File: config.mk
export PLATFORM = sky130hd
export DESIGN_NAME = pc_sequencer_flat
export DESIGN_NICKNAME = d
export VERILOG_FILES = /design/src/rtl/pc_sequencer_if.sv /design/src/rtl/pc_sequencer.sv /design/src/flat_wrapper.sv
export SDC_FILE = /design/constraint.sdc
export NUM_CORES = 1
export LEC_CHECK = 0
export BUFFER_PORTS_ARGS = -buffer_cell sky130_fd_sc_hd__clkbuf_2
export CAP_MARGIN = 5
export CORE_UTILIZATION = 45
export CTS_BUF_LIST = sky130_fd_sc_hd__clkbuf_4 sky130_fd_sc_hd__clkbuf_8
export CTS_CLUSTER_DIAMETER = 120
export DETAILED_ROUTE_END_ITERATION = 8
export PLACE_DENSITY = 0.83
export REMOVE_ABC_BUFFERS = 1
export SYNTH_ARGS = -nofsm -noshare
export SYNTH_HDL_FRONTEND = slang
export SYNTH_SLANG_ARGS = --single-unit
File: constraint.sdc
create_clock -name clk -period 2.6 [get_ports clk]
set_input_delay 0.52 -clock clk [delete_from_list [all_inputs] [get_ports clk]]
set_output_delay 0.52 -clock clk [all_outputs]
set_load 0.01 [all_outputs]
File: src/rtl/pc_sequencer_if.sv
// Bundle between the PC sequencer and the pipeline/PC register.
// master = sequencer side, slave = pipeline side.
interface pc_sequencer_if;
    logic [31:0] pc_cur;
    logic        stall;
    logic        md_start;
    logic        md_ready;
    logic        br_taken;
    logic [31:0] br_target;
    logic        jmp;
    logic [31:0] jmp_target;
    logic        exc;
    logic        halt;
    logic [31:0] pc_next;
    logic        pc_w_en;
    logic        flush;
    logic [31:0] epc;
    logic        md_abort;
    logic [1:0]  state;

    // pc_w_en is a single-cycle write strobe with no back-pressure: the PC
    // register captures pc_next on the falling edge of every cycle it is high.
    modport master (
        input  pc_cur, stall, md_start, md_ready, br_taken, br_target,
               jmp, jmp_target, exc, halt,
        output pc_next, pc_w_en, flush, epc, md_abort, state
    );

    modport slave (
        output pc_cur, stall, md_start, md_ready, br_taken, br_target,
               jmp, jmp_target, exc, halt,
        input  pc_next, pc_w_en, flush, epc, md_abort, state
    );
endinterface

File: src/rtl/pc_sequencer.sv
// Next-PC selection and boot/run/mult-div/halt control for the falling-edge PC register.
// Optional mult/div watchdog is built when PC_SEQ_MD_TIMEOUT_EN is defined.
module pc_sequencer #(
    parameter logic [31:0] RESET_PC   = 32'd0,
    parameter logic [31:0] EXC_PC     = 32'd4096,
    parameter int unsigned MD_TIMEOUT = 64
) (
    input  logic           clk,
    input  logic           clr,
    pc_sequencer_if.master bus
);
    typedef enum logic [1:0] {
        BOOT    = 2'd0,
        RUN     = 2'd1,
        MD_WAIT = 2'd2,
        HALTED  = 2'd3
    } state_t;

    state_t      state_q, state_d;
    logic [31:0] epc_q, epc_d;
    logic [31:0] pc_seq;
    logic [31:0] pc_next;
    logic        pc_w_en;
    logic        flush;
    logic        md_abort;

`ifdef PC_SEQ_MD_TIMEOUT_EN
    localparam logic [7:0] MD_LAST = 8'(MD_TIMEOUT - 1);
    logic [7:0] cnt_q, cnt_d;
    logic       md_expired;
    // Counter holds cycles already spent in MD_WAIT, so this cycle is the last allowed one.
    assign md_expired = (cnt_q == MD_LAST);
`endif

    assign pc_seq = bus.pc_cur + 32'd1;

    always_comb begin
        state_d  = state_q;
        epc_d    = epc_q;
        pc_next  = pc_seq;
        pc_w_en  = 1'b0;
        flush    = 1'b0;
        md_abort = 1'b0;
`ifdef PC_SEQ_MD_TIMEOUT_EN
        cnt_d    = cnt_q;
`endif
        case (state_q)
            BOOT: begin
                pc_w_en = 1'b1;
                pc_next = RESET_PC;
                flush   = 1'b1;
                state_d = RUN;
            end
            RUN: begin
                // Redirects outrank stall: the stalled instruction is squashed anyway.
                if (bus.exc) begin
                    pc_w_en = 1'b1;
                    pc_next = EXC_PC;
                    flush   = 1'b1;
                    epc_d   = bus.pc_cur;
                end else if (bus.br_taken) begin
                    pc_w_en = 1'b1;
                    pc_next = bus.br_target;
                    flush   = 1'b1;
                end else if (bus.jmp) begin
                    pc_w_en = 1'b1;
                    pc_next = bus.jmp_target;
                    flush   = 1'b1;
                end else if (bus.halt) begin
                    state_d = HALTED;
                end else if (bus.md_start) begin
                    state_d = MD_WAIT;
`ifdef PC_SEQ_MD_TIMEOUT_EN
                    cnt_d   = 8'd0;
`endif
                end else if (!bus.stall) begin
                    pc_w_en = 1'b1;
                end
            end
            MD_WAIT: begin
`ifdef PC_SEQ_MD_TIMEOUT_EN
                cnt_d = cnt_q + 8'd1;
`endif
                if (bus.exc) begin
                    pc_w_en = 1'b1;
                    pc_next = EXC_PC;
                    flush   = 1'b1;
                    epc_d   = bus.pc_cur;
                    state_d = RUN;
                end else if (bus.md_ready) begin
                    pc_w_en = 1'b1;
                    state_d = RUN;
                end
`ifdef PC_SEQ_MD_TIMEOUT_EN
                else if (md_expired) begin
                    md_abort = 1'b1;
                    pc_w_en  = 1'b1;
                    pc_next  = EXC_PC;
                    flush    = 1'b1;
                    epc_d    = bus.pc_cur;
                    state_d  = RUN;
                end
`endif
            end
            HALTED: begin
                state_d = HALTED;
            end
        endcase
    end

    always_ff @(posedge clk) begin
        if (clr) begin
            state_q <= BOOT;
            epc_q   <= 32'd0;
`ifdef PC_SEQ_MD_TIMEOUT_EN
            cnt_q   <= 8'd0;
`endif
        end else begin
            state_q <= state_d;
            epc_q   <= epc_d;
`ifdef PC_SEQ_MD_TIMEOUT_EN
            cnt_q   <= cnt_d;
`endif
        end
    end

    assign bus.pc_next  = pc_next;
    assign bus.pc_w_en  = pc_w_en;
    assign bus.flush    = flush;
    assign bus.md_abort = md_abort;
    assign bus.epc      = epc_q;
    assign bus.state    = state_q;
endmodule
File: src/flat_wrapper.sv
// flat-port wrapper written by rule: the top's interface ports become plain ports
module pc_sequencer_flat 
#(
    parameter logic [31:0] RESET_PC   = 32'd0,
    parameter logic [31:0] EXC_PC     = 32'd4096,
    parameter int unsigned MD_TIMEOUT = 64
)
  (clk, clr, bus_pc_cur, bus_stall, bus_md_start, bus_md_ready, bus_br_taken, bus_br_target, bus_jmp, bus_jmp_target, bus_exc, bus_halt, bus_pc_next, bus_pc_w_en, bus_flush, bus_epc, bus_md_abort, bus_state);
  pc_sequencer_if bus_i ();
  input  logic clk;
  input  logic clr;
  input wire logic [$bits(bus_i.pc_cur)-1:0] bus_pc_cur;
  input wire logic [$bits(bus_i.stall)-1:0] bus_stall;
  input wire logic [$bits(bus_i.md_start)-1:0] bus_md_start;
  input wire logic [$bits(bus_i.md_ready)-1:0] bus_md_ready;
  input wire logic [$bits(bus_i.br_taken)-1:0] bus_br_taken;
  input wire logic [$bits(bus_i.br_target)-1:0] bus_br_target;
  input wire logic [$bits(bus_i.jmp)-1:0] bus_jmp;
  input wire logic [$bits(bus_i.jmp_target)-1:0] bus_jmp_target;
  input wire logic [$bits(bus_i.exc)-1:0] bus_exc;
  input wire logic [$bits(bus_i.halt)-1:0] bus_halt;
  output wire logic [$bits(bus_i.pc_next)-1:0] bus_pc_next;
  output wire logic [$bits(bus_i.pc_w_en)-1:0] bus_pc_w_en;
  output wire logic [$bits(bus_i.flush)-1:0] bus_flush;
  output wire logic [$bits(bus_i.epc)-1:0] bus_epc;
  output wire logic [$bits(bus_i.md_abort)-1:0] bus_md_abort;
  output wire logic [$bits(bus_i.state)-1:0] bus_state;
  assign bus_i.pc_cur = bus_pc_cur;
  assign bus_i.stall = bus_stall;
  assign bus_i.md_start = bus_md_start;
  assign bus_i.md_ready = bus_md_ready;
  assign bus_i.br_taken = bus_br_taken;
  assign bus_i.br_target = bus_br_target;
  assign bus_i.jmp = bus_jmp;
  assign bus_i.jmp_target = bus_jmp_target;
  assign bus_i.exc = bus_exc;
  assign bus_i.halt = bus_halt;
  assign bus_pc_next = bus_i.pc_next;
  assign bus_pc_w_en = bus_i.pc_w_en;
  assign bus_flush = bus_i.flush;
  assign bus_epc = bus_i.epc;
  assign bus_md_abort = bus_i.md_abort;
  assign bus_state = bus_i.state;
  pc_sequencer #(.RESET_PC(RESET_PC), .EXC_PC(EXC_PC), .MD_TIMEOUT(MD_TIMEOUT)) u_core (.clk(clk), .clr(clr), .bus(bus_i));
endmodule
# Yosys cells after proc, flatten, opt, wreduce, memory -nomap -nowiden

Cells that the tools add are included.

Register bits after elaboration: 34
Latch bits: 0
RAM bits: 0
ROM bits: 0
Bits of input ports: 105
Output and inout port bits: 69
Word-level logic and storage cells: 42
Memories: 0

Add/subtract/negate cells: 1
Multipliers: 0
Divide/modulo/power cells: 0
Magnitude comparators: 0
Equality and inequality tests: 8
Shift-type cells: 0
Multiplexer cells: 27
Bitwise operators: 0
Reductions and logical operators: 4

Operators by type and width:

| cell                    | number |
|---|---|
| $mux W32                | 4 |
| $pmux W32 S3            | 1 |
| $add A32 B1 Y32 const B | 1 |
| $mux W2                 | 7 |
| $mux W1                 | 12 |
| $pmux W2 S4             | 1 |
| $ne A2 B2 Y1 const B    | 3 |
| $ne A3 B3 Y1 const B    | 2 |
| $pmux W1 S3             | 2 |
| $reduce_and A5 Y1       | 1 |
| $eq A2 B2 Y1 const B    | 2 |
| $eq A2 B1 Y1 const B    | 1 |
| $logic_not A2 Y1        | 1 |
| $reduce_and A2 Y1       | 1 |
| $reduce_or A2 Y1        | 1 |

# Depth between registers and ports, before layout

Gate-level depths: netlist (run 1).

Word-level depth: 7
Depth in mapped cells: 8
Gate-level depth less buffers: 7

# Worst setup path before layout (run 1)

OpenSTA, ideal clock, no wires.

Kind: register to output
From: register u_core.state_q[0], in the netlist u_core.bus.state[0]
To: output port bus_pc_next[15]
Arrival time: 1.896 ns
Slack: 0.184 ns
Stages on the path, launching flop included: 9
Cell sequence: dfxtp_1 ha_1 buf_6 or3b_1 buf_2 o21bai_1 nor2_1 nor2_1 o32ai_1

Word-level cells in the longest chain between the ends: 2
Elaborated cells between the ends (all ways): 4
Those cells by class: 2 x eq/ne; 1 x mux; 1 x reduce/logical

Ends and longest elaborated chain:

| what                                 | RTL line            | text |
|---|---|---|
| start, declared                      | pc_sequencer.sv:19  | `state_t state_q, state_d;` |
| start signal, assigned               | pc_sequencer.sv:119 | `state_q <= state_d;` |
| $eq A2 B2 Y1 (tied with other cells) | pc_sequencer.sv:47  | `case (state_q)` |
| $pmux W32 S3 *                       | pc_sequencer.sv:47  |  |
| end, declared                        | flat_wrapper.sv:22  | `output wire logic [$bits(bus_i.pc_next)-1:0] bus_pc_next;` |

Mark *: on every way between the ends. The rest lies on a longest branch, timed or not.

# Worst setup path in the final report (run 1)

From: register u_core.state_q[1], in the netlist u_core.bus.state[1]
To: output port bus_pc_next[15]

The elaborated chain is that of the path after synthesis.

==> results by group, run 1 <==
STA
  – Fmax: 383 MHz
  – Least-Margin Pin Slew: 751 ps
  – Min Tclk post-route: 2610 ps
  – Period utilization: 101%
  – Final WS setup: -14.3 ps
  – Final Max Tran Viols: 0
  – Worst slew margin: 49.9%
  – Final setup fails: 1
  – Final Hold Fails: 0
  – Setup Skew: 4.67 ps
  – RSZ-0062 raised after global routing: true

Worst setup path
  – Critical Path Source Type: flip-flop
  – Crit-path leading delay family: simple AND/OR/NAND/NOR gates
  – Reg2reg path depth: 6
  – CP max stage delay: 420 ps
  – Critical-path cell list: inv_4 -> ha_4 -> or3b_4 -> o21bai_4 -> nor2_1 -> nor2_1 -> o32ai_1 -> buf_2
  – Reg2reg start: u_core.bus.state[0]$_SDFFE_PP0P_
  – Crit-path max FO: 5
  – Cell mode on critical path: nor2_1
  – Setup CP Type: reg -> out
  – CP max stage cell: or3b_4
  – Data required, critical path: 2080 ps
  – FF-to-FF End: u_core.bus.epc[0]$_SDFFE_PP0P_
  – CP Buf/Inv Count: 2
  – WP depth: 8
  – Crit end category: output port
  – CP endpoint: bus_pc_next[15]
  – Worst Setup SP: u_core.bus.state[1]$_SDFFE_PP0P_
  – Critical path arrival: 2090 ps
  – Flop-to-flop setup slack: 760 ps

Final layout
  – Fraction of layout cells with a size suffix above 1: 39.3%
  – Layout Nets: 692
  – Area growth, synth to finish: 41.5%
  – Post-layout util: 67.6%
  – Total inserted antenna cells: 0
  – Non-filler cells, final: 658
  – Most frequent cells in the layout: clkbuf_2 (171), nand2_1 (76), a21oi_1 (57)
  – Most common cell after layout, fill and taps aside: clkbuf_2

Logic synthesis
  – Synth Instances: 411
  – EDFF count, synth: 0
  – Largest cells by area after synthesis: dfxtp_1 (24%), a21oi_1 (9.9%), nand2_1 (9.9%)
  – Synth Flop Type: dfxtp_1
  – Synth warn: 0
  – Seq cells post-synth: 34
  – Synth top area share: 23.5%
  – Unique cell type count in the Yosys netlist: 49
  – Post-synth top area cell: dfxtp_1
  – Syn_area_per_cell: 7.04 um^2
  – Synthesized area: 0.00290 mm^2
  – Post-synthesis async set-or-reset flop share: 0%
  – Sequential element share of the synthesized area: 23.5%

Clock network
  – Clock Latency Late Sink: 290 ps
  – Clock-pin slew on the worst setup and hold paths: 80 ps
  – Root Driver: clkbuf_8
  – TritonCTS clock tree: done
  – Max Root-Sink Buffers: 2
  – TritonCTS buffer count: 5
  – Clk sink count: 34
  – Htree depth: 2

Run status
  – Failing checks: setup timing
  – Status: finished, violations left

Drt
  – DRT Pass-1 Iters: 5
  – DRT antenna net count: 0
  – Total Wirelength: 11.0 mm
  – Post-route DRC: 0
  – Drt via density: 5.84
  – Drt wl/cell: 16.7 um
  – Routed vias: 3845
  – Initial drt markers: 283

Global routing
  – Overflow left after global routing: 0
  – Largest net degree at the start of global routing: 35
  – Number of global-route vias before repair: 3384
  – Initial antenna violation count: 0
  – Overall routing resource usage: 32.7%
  – First-pass GRT wire length: 16.8 mm

Floorplan
  – Die ar.: 0.00676 mm^2
  – Core Region: 0.00606 mm^2
  – Core Rows: 28
  – Die Span Y: 82.2 um
  – IO Count: 174
  – Die width: 82.2 um
  – Initial cell density of the core: 47.8%

Power and ir drop
  – Pwr per Cell Area: 480 mW/mm^2
  – Worst IR Drop VDD: 333 uV
  – Leakage power: 1.82 nW

Placement
  – Post-DP HPWL: 8.39 mm
  – # port buffers: 172
  – RD Place Congestion: 0.918
  – Placed cell count: 646

Flow run
  – Max-Cap Viols: 0

Worst hold path
  – Worst Hold Class: reg -> reg
-- synth_stat cells (2+ instances only) --
cell,number
a22oi_1,26
dfxtp_1,34
and3_1,3
nor3_1,8
nand3_1,11
nor4_4,2
and2_1,3
xnor2_1,15
nand2_1,76
nor2_1,17
nand2b_1,17
nand4_4,2
nor4_2,2
inv_1,11
o22ai_1,29
o21ai_0,5
nand4_2,2
or3_1,3
a21oi_1,57
buf_2,8
clkbuf_1,20
xor2_1,14
and4_1,6
ha_1,5
nor2b_1,2
nand4_1,6
buf_4,3
buf_1,2
o22a_1,2
-- worst min-delay path, stage by stage (launching register included) --
cell and delay (ps):
dfxtp_1 310, nand2_1 50, a21oi_1 50
-- power by group --
group	leakage, nW	total [mW]	internal, mW	switching (mW)
sequential	0.279	0.614	0.576	0.0381
clock	0.0548	0.509	0.297	0.212
combinational	1.49	0.843	0.352	0.491
total	1.82	1.97	1.22	0.741
-- layout make-up --
class	instances	area (um^2)
inverters	11	43.8
clock buffers	6	76.3
repair buffers	198	1070
fillers	547	1960
flip-flops and latches	34	688
well taps	75	93.8
multi-input cells	332	2080
clock inverters	2	37.5
-- per-layer routing --
layer	GRT usage, %	share of wire (%)	vias to the layer above
met2	53.5	48	198
met3	7.25	7.9	26
met5	0	0	-
met1	41.2	41	1804
li1	-	-	1817
met4	13.3	2.6	0
-- registers in the layout, summed over array words and instances, names as in the netlist --
| register | count |
|---|---|
| u_core.bus.epc | 32 |
| u_core.bus.state | 2 |
-- what timing repair did --
item,4_1_cts,5_1_grt
gates cloned,0,0
setup endpoints to repair,17,14
gates resized for setup,4,16
pin swaps,2,6
hold buffers,0,0
buffers inserted,2,2
-- worst min-delay path by stage --
stage | from | end | slack (ps) | cells after the start
after floorplan | u_core.bus.epc[0]$_SDFFE_PP0P_ | u_core.bus.epc[0]$_SDFFE_PP0P_ | 470 | 2
after global placement | u_core.bus.epc[20]$_SDFFE_PP0P_ | u_core.bus.epc[20]$_SDFFE_PP0P_ | 440 | 2
after detailed placement | u_core.bus.epc[7]$_SDFFE_PP0P_ | u_core.bus.epc[7]$_SDFFE_PP0P_ | 450 | 2
after CTS | u_core.bus.epc[7]$_SDFFE_PP0P_ | u_core.bus.epc[7]$_SDFFE_PP0P_ | 460 | 2
after global routing | u_core.bus.epc[13]$_SDFFE_PP0P_ | u_core.bus.epc[13]$_SDFFE_PP0P_ | 470 | 2
final | u_core.bus.epc[10]$_SDFFE_PP0P_ | u_core.bus.epc[10]$_SDFFE_PP0P_ | 460 | 2
-- metrics by stage --
step | TNS [ps] | cell area [um^2] | setup slack (ps) | power, mW | hold slack [ps]
floorplan | -1570 | 2740 | -262 | 1.02 | 474
global placement | 0 | 3860 | 112 | 1.41 | 442
detailed placement | 0 | 3860 | 74.4 | 1.43 | 448
CTS | 0 | 4020 | 3.66 | 1.94 | 459
global route | -112 | 4100 | -103 | 2.08 | 473
finish | -14.3 | 4100 | -14.3 | 1.97 | 455
-- kinds of logic after synthesis --
group,share of synthesized area (%)
AO/OA/AOI/OAI,27.7
XOR/XNOR,8.77
adder cells (fa/ha/maj),2.16
buffers and inverters,6.83
flip-flops,23.5
other,0.130
AND/OR/NAND/NOR,30.9
Power figures use the tool's default switching activity.
==> inputs of run 2 (changes only) <==
--- a/config.mk
+++ b/config.mk
@@ -7,11 +7,12 @@
 export LEC_CHECK = 0
 export BUFFER_PORTS_ARGS = -buffer_cell sky130_fd_sc_hd__clkbuf_2
 export CAP_MARGIN = 5
-export CORE_UTILIZATION = 45
+export CORE_MARGIN = 5
+export CORE_UTILIZATION = 49
 export CTS_BUF_LIST = sky130_fd_sc_hd__clkbuf_4 sky130_fd_sc_hd__clkbuf_8
 export CTS_CLUSTER_DIAMETER = 120
 export DETAILED_ROUTE_END_ITERATION = 8
-export PLACE_DENSITY = 0.83
+export PLACE_DENSITY = 0.89
 export REMOVE_ABC_BUFFERS = 1
 export SYNTH_ARGS = -nofsm -noshare
 export SYNTH_HDL_FRONTEND = slang
==> constraint.sdc (replaced) <==
create_clock -name clk -period 3.11 [get_ports clk]
set_input_delay 0.622 -clock clk [delete_from_list [all_inputs] [get_ports clk]]
set_output_delay 0.622 -clock clk [all_outputs]
set_load 0.01 [all_outputs]
==> results by group, run 2 (synthesis results as in run 1) <==
Run status
  – Status: finished, final reports clean

Drt
  – DRT antenna net count: 0 (unchanged)
  – Routed vias: 3830 (-0.39%)
  – Drt wl/cell: 17.8 um (+6.4%)
  – Post-route DRC: 0 (unchanged)
  – Initial drt markers: 304 (+7.4%)
  – DRT Pass-1 Iters: 5 (unchanged)
  – Total Wirelength: 11.5 mm (+4.5%)
  – Drt via density: 5.93 (+1.5%)

Power and ir drop
  – Seq pwr share: 29.5% (-1.7 points)
  – Power Internal: 1.09 mW (-11%)
  – Pwr per Cell Area: 435 mW/mm^2 (-9.3%)
  – Comb power frac: 39.6% (-3.3 points)
  – Worst IR Drop VDD: 258 uV (-23%)
  – Sw Share: 36.3% (-1.4 points)
  – Clock power frac: 30.9% (+5.0 points)
  – Leakage power: 1.77 nW (-2.7%)
  – Net Sw Power: 0.623 mW (-16%)
  – Total power after layout: 1.72 mW (-13%)

Floorplan
  – Die width: 86.9 um (+5.7%)
  – Initial cell density of the core: 49.8% (+2.0 points)
  – Die ar.: 0.00755 mm^2 (+12%)
  – IO Count: 174 (unchanged)
  – Die Span Y: 86.9 um (+5.7%)
  – Core Rows: 28 (unchanged)
  – Core Region: 0.00582 mm^2 (-4.0%)

STA
  – Final setup fails: 0 (-1)
  – Min Tclk post-route: 2940 ps
  – Period utilization: 94.6%
  – Fmax: 340 MHz
  – Least-Margin Pin Slew: 732 ps (-19.0 ps)
  – RSZ-0062 raised after global routing: false
  – Setup Skew: 12.7 ps (+8.00 ps)
  – Final Max Tran Viols: 0 (unchanged)
  – Final Hold Fails: 0 (unchanged)
  – Final WS setup: 168 ps (+182 ps)
  – TNS Setup: 0 ps (+14.3 ps)
  – Worst slew margin: 51.2% (+1.3 points)

Worst setup path
  – Critical Path Source Type: primary input
  – Crit-path max FO: 9 (+4)
  – FF-to-FF End: u_core.bus.epc[19]$_SDFFE_PP0P_
  – Reg2reg start: u_core.bus.state[0]$_SDFFE_PP0P_
  – CP max stage cell: and4_1
  – CP max stage delay: 480 ps (+60 ps)
  – Critical-path cell list: clkbuf_2 -> and4_1 -> and4_1 -> nand4_1 -> xnor2_1 -> o22a_1 -> clkbuf_2
  – Critical path arrival: 2320 ps (+230 ps)
  – Data required, critical path: 2490 ps (+410 ps)
  – Setup CP Type: in -> out
  – Flop-to-flop setup slack: 1230 ps (+470 ps)
  – Crit end category: output port
  – Reg2reg path depth: 6 (unchanged)

Clock network
  – Htree depth: 2 (unchanged)
  – Cts repair resizes: 0 (-4)
  – Clk sink count: 34 (unchanged)
  – TritonCTS buffer count: 5 (unchanged)
  – Clock-pin slew on the worst setup and hold paths: 70 ps (about the same)
  – TritonCTS clock tree: done
  – Post-CTS Setup Repair Bufs: 0 (-2)
  – Clock Latency Late Sink: 300 ps (about the same)
  – CTS Hold Bufs: 0 (unchanged)
  – Max Root-Sink Buffers: 2 (unchanged)
  – Root Driver: clkbuf_8

Global routing
  – Largest net degree at the start of global routing: 35 (unchanged)
  – Overflow left after global routing: 0 (unchanged)
  – First-pass GRT wire length: 18.2 mm (+8.0%)
  – Initial antenna violation count: 0 (unchanged)
  – Overall routing resource usage: 29.9% (-2.7 points)
  – Number of global-route vias before repair: 3739 (+10%)

Final layout
  – Most common cell after layout, fill and taps aside: clkbuf_2
  – Non-filler cells, final: 646 (-1.8%)
  – Number of flip-flops in the largest register: 32 (unchanged)
  – Fraction of layout cells with a size suffix above 1: 35.9% (-3.4 points)
  – Total inserted antenna cells: 0 (unchanged)
  – Post-layout util: 67.8% (+0.23 points)
  – Layout Nets: 680 (-1.7%)
  – Most frequent cells in the layout: clkbuf_2 (172), nand2_1 (76), a21oi_1 (57)
  – Area growth, synth to finish: 36.2%

Worst hold path
  – Worst hold start: u_core.bus.epc[0]$_SDFFE_PP0P_
  – Hold path cells: 2 (unchanged)
  – Worst Hold Class: reg -> reg
  – Endpoint of the worst hold path: u_core.bus.epc[0]$_SDFFE_PP0P_

Placement
  – RD Place Congestion: 0.879 (-4.3%)
  – Placed cell count: 638 (-1.2%)
  – Post-DP HPWL: 8.75 mm (+4.3%)
  – Worst slack at placement: 247 ps (+172 ps)
  – # port buffers: 172 (unchanged)

Flow run
  – Max-Cap Viols: 0 (unchanged)
-- run 2: changes by cell type in the layout (fill, tap and decap cells not counted), sizes merged --
cell,delta
buf,-13
bufinv,+1
clkbuf,+1
clkinvlp,-1
-- run 2: final cells by class --
type                       instances  area (um^2)
tap                               75         93.8
multi-input combinational        332         2020
inverter                          11         41.3
sequential                        34          681
fill                             542         1870
clock buffer                       6         82.6
clock inverter                     2         60.1
timing repair buffer             186          966
-- run 2: worst max-delay path by stage --
stage / cells after the start / to / from
detailed placement: 7 / bus_pc_next[27] / bus_pc_cur[3]
floorplan: 5 / bus_pc_next[15] / u_core.bus.state[1]$_SDFFE_PP0P_
global placement: 7 / bus_pc_next[31] / bus_pc_cur[3]
CTS: 7 / bus_pc_next[27] / bus_pc_cur[3]
global route: 7 / bus_pc_next[27] / bus_pc_cur[2]
finish: 7 / bus_pc_next[31] / bus_pc_cur[3]
-- run 2: critical path: cells and delay by family --
family                    cells  cell delay (ps)
xor gates and xnor gates      1              170
buffers and inverters         2              290
AOI/OAI and AO/OA             1              150
and+or+nand+nor               3             1090
-- run 2: power by group through the flow --
stage	sequential [mW]	clock (mW)	combinational, mW
CTS	0.507	0.531	0.673
global route	0.511	0.555	0.737
global placement	0.513	0	0.653
detailed placement	0.516	0	0.669
floorplan	0.534	0	0.320
finish	0.507	0.530	0.680
-- run 2: metal layers --
layer / GRT usage [%] / wire [um]
met1: 37.1 / 4480
met2: 49.9 / 5640
met3: 5.20 / 1000
met4: 14.6 / 388
met5: 0 / 0
-- run 2: metrics by stage --
step | area, um^2 | hold WS (ps)
floorplan | 2740 | 474
global placement | 3800 | 441
detailed placement | 3800 | 445
CTS | 3940 | 456
global route | 3940 | 470
finish | 3940 | 457
==> inputs of run 3 (changes only) <==
--- a/config.mk
+++ b/config.mk
@@ -12,7 +12,7 @@
 export CTS_BUF_LIST = sky130_fd_sc_hd__clkbuf_4 sky130_fd_sc_hd__clkbuf_8
 export CTS_CLUSTER_DIAMETER = 120
 export DETAILED_ROUTE_END_ITERATION = 8
-export PLACE_DENSITY = 0.89
+export PLACE_DENSITY = 0.88
 export REMOVE_ABC_BUFFERS = 1
 export SYNTH_ARGS = -nofsm -noshare
 export SYNTH_HDL_FRONTEND = slang
==> constraint.sdc (replaced) <==
create_clock -name clk -period 3.43 [get_ports clk]
set_input_delay 0.686 -clock clk [delete_from_list [all_inputs] [get_ports clk]]
set_output_delay 0.686 -clock clk [all_outputs]
set_load 0.01 [all_outputs]
==> results by group, run 3 (synthesis results as in run 1) <==
Power and ir drop
  – Worst IR Drop VDD: 291 uV (+13%)
  – Clock power frac: 22.9% (-8.0 points)
  – Leakage power: 1.73 nW (-2.7%)
  – Pwr per Cell Area: 357 mW/mm^2 (-18%)
  – Sw Share: 39.4% (+3.1 points)
  – Power Internal: 0.836 mW (-24%)
  – Total power after layout: 1.38 mW (-20%)
  – Net Sw Power: 0.543 mW (-13%)
  – Comb power frac: 43.8% (+4.2 points)
  – Seq pwr share: 33.3% (+3.8 points)

Worst setup path
  – Cell mode on critical path: nor2_1
  – CP max stage delay: 500 ps (+20 ps)
  – Crit end category: output port
  – CP max stage cell: or3b_1
  – Critical path arrival: 2440 ps (+120 ps)
  – Crit-path max FO: 9 (unchanged)
  – Reg2reg start: u_core.bus.state[0]$_SDFFE_PP0P_
  – Reg2reg path depth: 5 (-1)
  – Critical Path Source Type: flip-flop
  – Flop-to-flop setup slack: 1330 ps (+100 ps)
  – Critical-path cell list: inv_1 -> ha_1 -> or3b_1 -> o21bai_1 -> nor2_1 -> nor2_1 -> o32ai_1 -> clkbuf_2
  – Data required, critical path: 2740 ps (+250 ps)
  – FF-to-FF End: u_core.bus.epc[30]$_SDFFE_PP0P_
  – Setup CP Type: reg -> out

Placement
  – Placed cell count: 633 (-0.78%)
  – Post-DP HPWL: 8.63 mm (-1.3%)
  – Worst slack at placement: 421 ps (+174 ps)
  – RD Place Congestion: 0.930 (+5.8%)
  – Placement Cell Area: 0.00376 mm^2 (-0.99%)
  – # port buffers: 172 (unchanged)

Worst hold path
  – Worst Hold Class: reg -> reg
  – Hold path cells: 2 (unchanged)
  – Endpoint of the worst hold path: u_core.bus.epc[8]$_SDFFE_PP0P_
  – Worst hold start: u_core.bus.epc[8]$_SDFFE_PP0P_

Drt
  – Drt via density: 5.86 (-1.2%)
  – Total Wirelength: 11.1 mm (-3.5%)
  – Drt wl/cell: 17.3 um (-2.7%)
  – Initial drt markers: 345 (+13%)
  – Post-route DRC: 0 (unchanged)
  – DRT antenna net count: 0 (unchanged)
  – DRT Pass-1 Iters: 5 (unchanged)
  – Routed vias: 3755 (-2.0%)

STA
  – Worst slew margin: 22.9% (-28 points)
  – Final Hold Fails: 0 (unchanged)
  – Fin Hold WS: 454 ps (-2.13 ps)
  – RSZ-0062 raised after global routing: false
  – TNS Setup: 0 ps (unchanged)
  – Final Max Tran Viols: 0 (unchanged)
  – Final WS setup: 308 ps (+140 ps)
  – Fmax: 320 MHz
  – Final setup fails: 0 (unchanged)
  – Period utilization: 91.0%
  – Least-Margin Pin Slew: 1150 ps (+421 ps)
  – Min Tclk post-route: 3120 ps
  – Setup Skew: 9.98 ps (-2.69 ps)

Global routing
  – Number of global-route vias before repair: 3577 (-4.3%)
  – Overall routing resource usage: 28.7% (-1.2 points)
  – Largest net degree at the start of global routing: 35 (unchanged)
  – First-pass GRT wire length: 17.4 mm (-4.4%)
  – Initial antenna violation count: 0 (unchanged)
  – Overflow left after global routing: 0 (unchanged)

Clock network
  – Cts repair resizes: 0 (unchanged)
  – Max Root-Sink Buffers: 2 (unchanged)
  – TritonCTS buffer count: 5 (unchanged)
  – Clock-pin slew on the worst setup and hold paths: 70 ps (about the same)
  – Post-CTS Setup Repair Bufs: 0 (unchanged)
  – Root Driver: clkbuf_8
  – CTS Hold Bufs: 0 (unchanged)
  – TritonCTS clock tree: done
  – Clock Latency Late Sink: 300 ps (about the same)
  – Htree depth: 2 (unchanged)
  – Clk sink count: 34 (unchanged)

Floorplan
  – Die Span Y: 86.9 um (unchanged)
  – Core Rows: 28 (unchanged)
  – IO Count: 174 (unchanged)
  – Die ar.: 0.00755 mm^2 (unchanged)
  – Die width: 86.9 um (unchanged)
  – Initial cell density of the core: 49.8% (unchanged)
  – Core Region: 0.00582 mm^2 (unchanged)

Final layout
  – Fraction of layout cells with a size suffix above 1: 35.3% (-0.57 points)
  – Layout Nets: 675 (-0.74%)
  – Total inserted antenna cells: 0 (unchanged)
  – Post-layout util: 66.4% (-1.5 points)
  – Fillers: 559 (+3.1%)
  – Most common cell after layout, fill and taps aside: clkbuf_2
  – Area growth, synth to finish: 33.3%
  – Most frequent cells in the layout: clkbuf_2 (172), nand2_1 (76), a21oi_1 (57)
  – Finished Cell Area: 0.00386 mm^2 (-2.2%)
  – Number of flip-flops in the largest register: 32 (unchanged)
  – Non-filler cells, final: 641 (-0.77%)

Flow run
  – Max-Cap Viols: 0 (unchanged)

Run status
  – Status: finished, final reports clean
[run 3: per-layer routing]
metal	GRT usage [%]	routed length, um	vias up
li1	-	-	1782
met1	37.1	4470	1753
met2	46.7	5340	181
met3	5.68	891	39
met4	11.9	412	0
met5	0	0	-
[run 3: area by class of cell]
type | instances | area [um^2] | area share, %
Multi-Input combinational cell | 332 | 2020 | 52.3
Timing Repair Buffer | 181 | 928 | 24.1
Sequential cell | 34 | 681 | 17.6
Tap cell | 75 | 93.8 | 2.43
Clock buffer | 6 | 82.6 | 2.14
Inverter | 11 | 41.3 | 1.07
Clock inverter | 2 | 12.5 | 0.324
[run 3: how the worst max path moves through the flow]
stage	to	start	slack (ps)	cells past startpoint
final	bus_pc_next[15]	u_core.bus.state[1]$_SDFFE_PP0P_	310	8
after global routing	bus_pc_next[15]	u_core.bus.state[0]$_SDFFE_PP0P_	140	7
after CTS	bus_pc_next[15]	u_core.bus.state[1]$_SDFFE_PP0P_	350	8
after detailed placement	bus_pc_next[31]	bus_pc_cur[3]	420	7
after global placement	bus_pc_next[31]	bus_pc_cur[3]	470	7
after floorplan	bus_pc_next[12]	bus_jmp	400	5
[run 3: worst max-delay path: cells and delay by family (launching register included)]
| kind | cells | cell delay [ps] |
|---|---|---|
| compound gates | 2 | 500 |
| simple gates | 3 | 660 |
| buf+inv | 2 | 290 |
| flops | 1 | 370 |
| fa+ha+maj | 1 | 320 |
[run 3: power by group through the flow]
stage	logic, mW	clock network, mW	registers [mW]
after floorplan	0.290	0	0.484
after global placement	0.581	0	0.465
after detailed placement	0.595	0	0.468
after CTS	0.597	0.324	0.459
after global routing	0.658	0.340	0.464
final	0.604	0.316	0.459
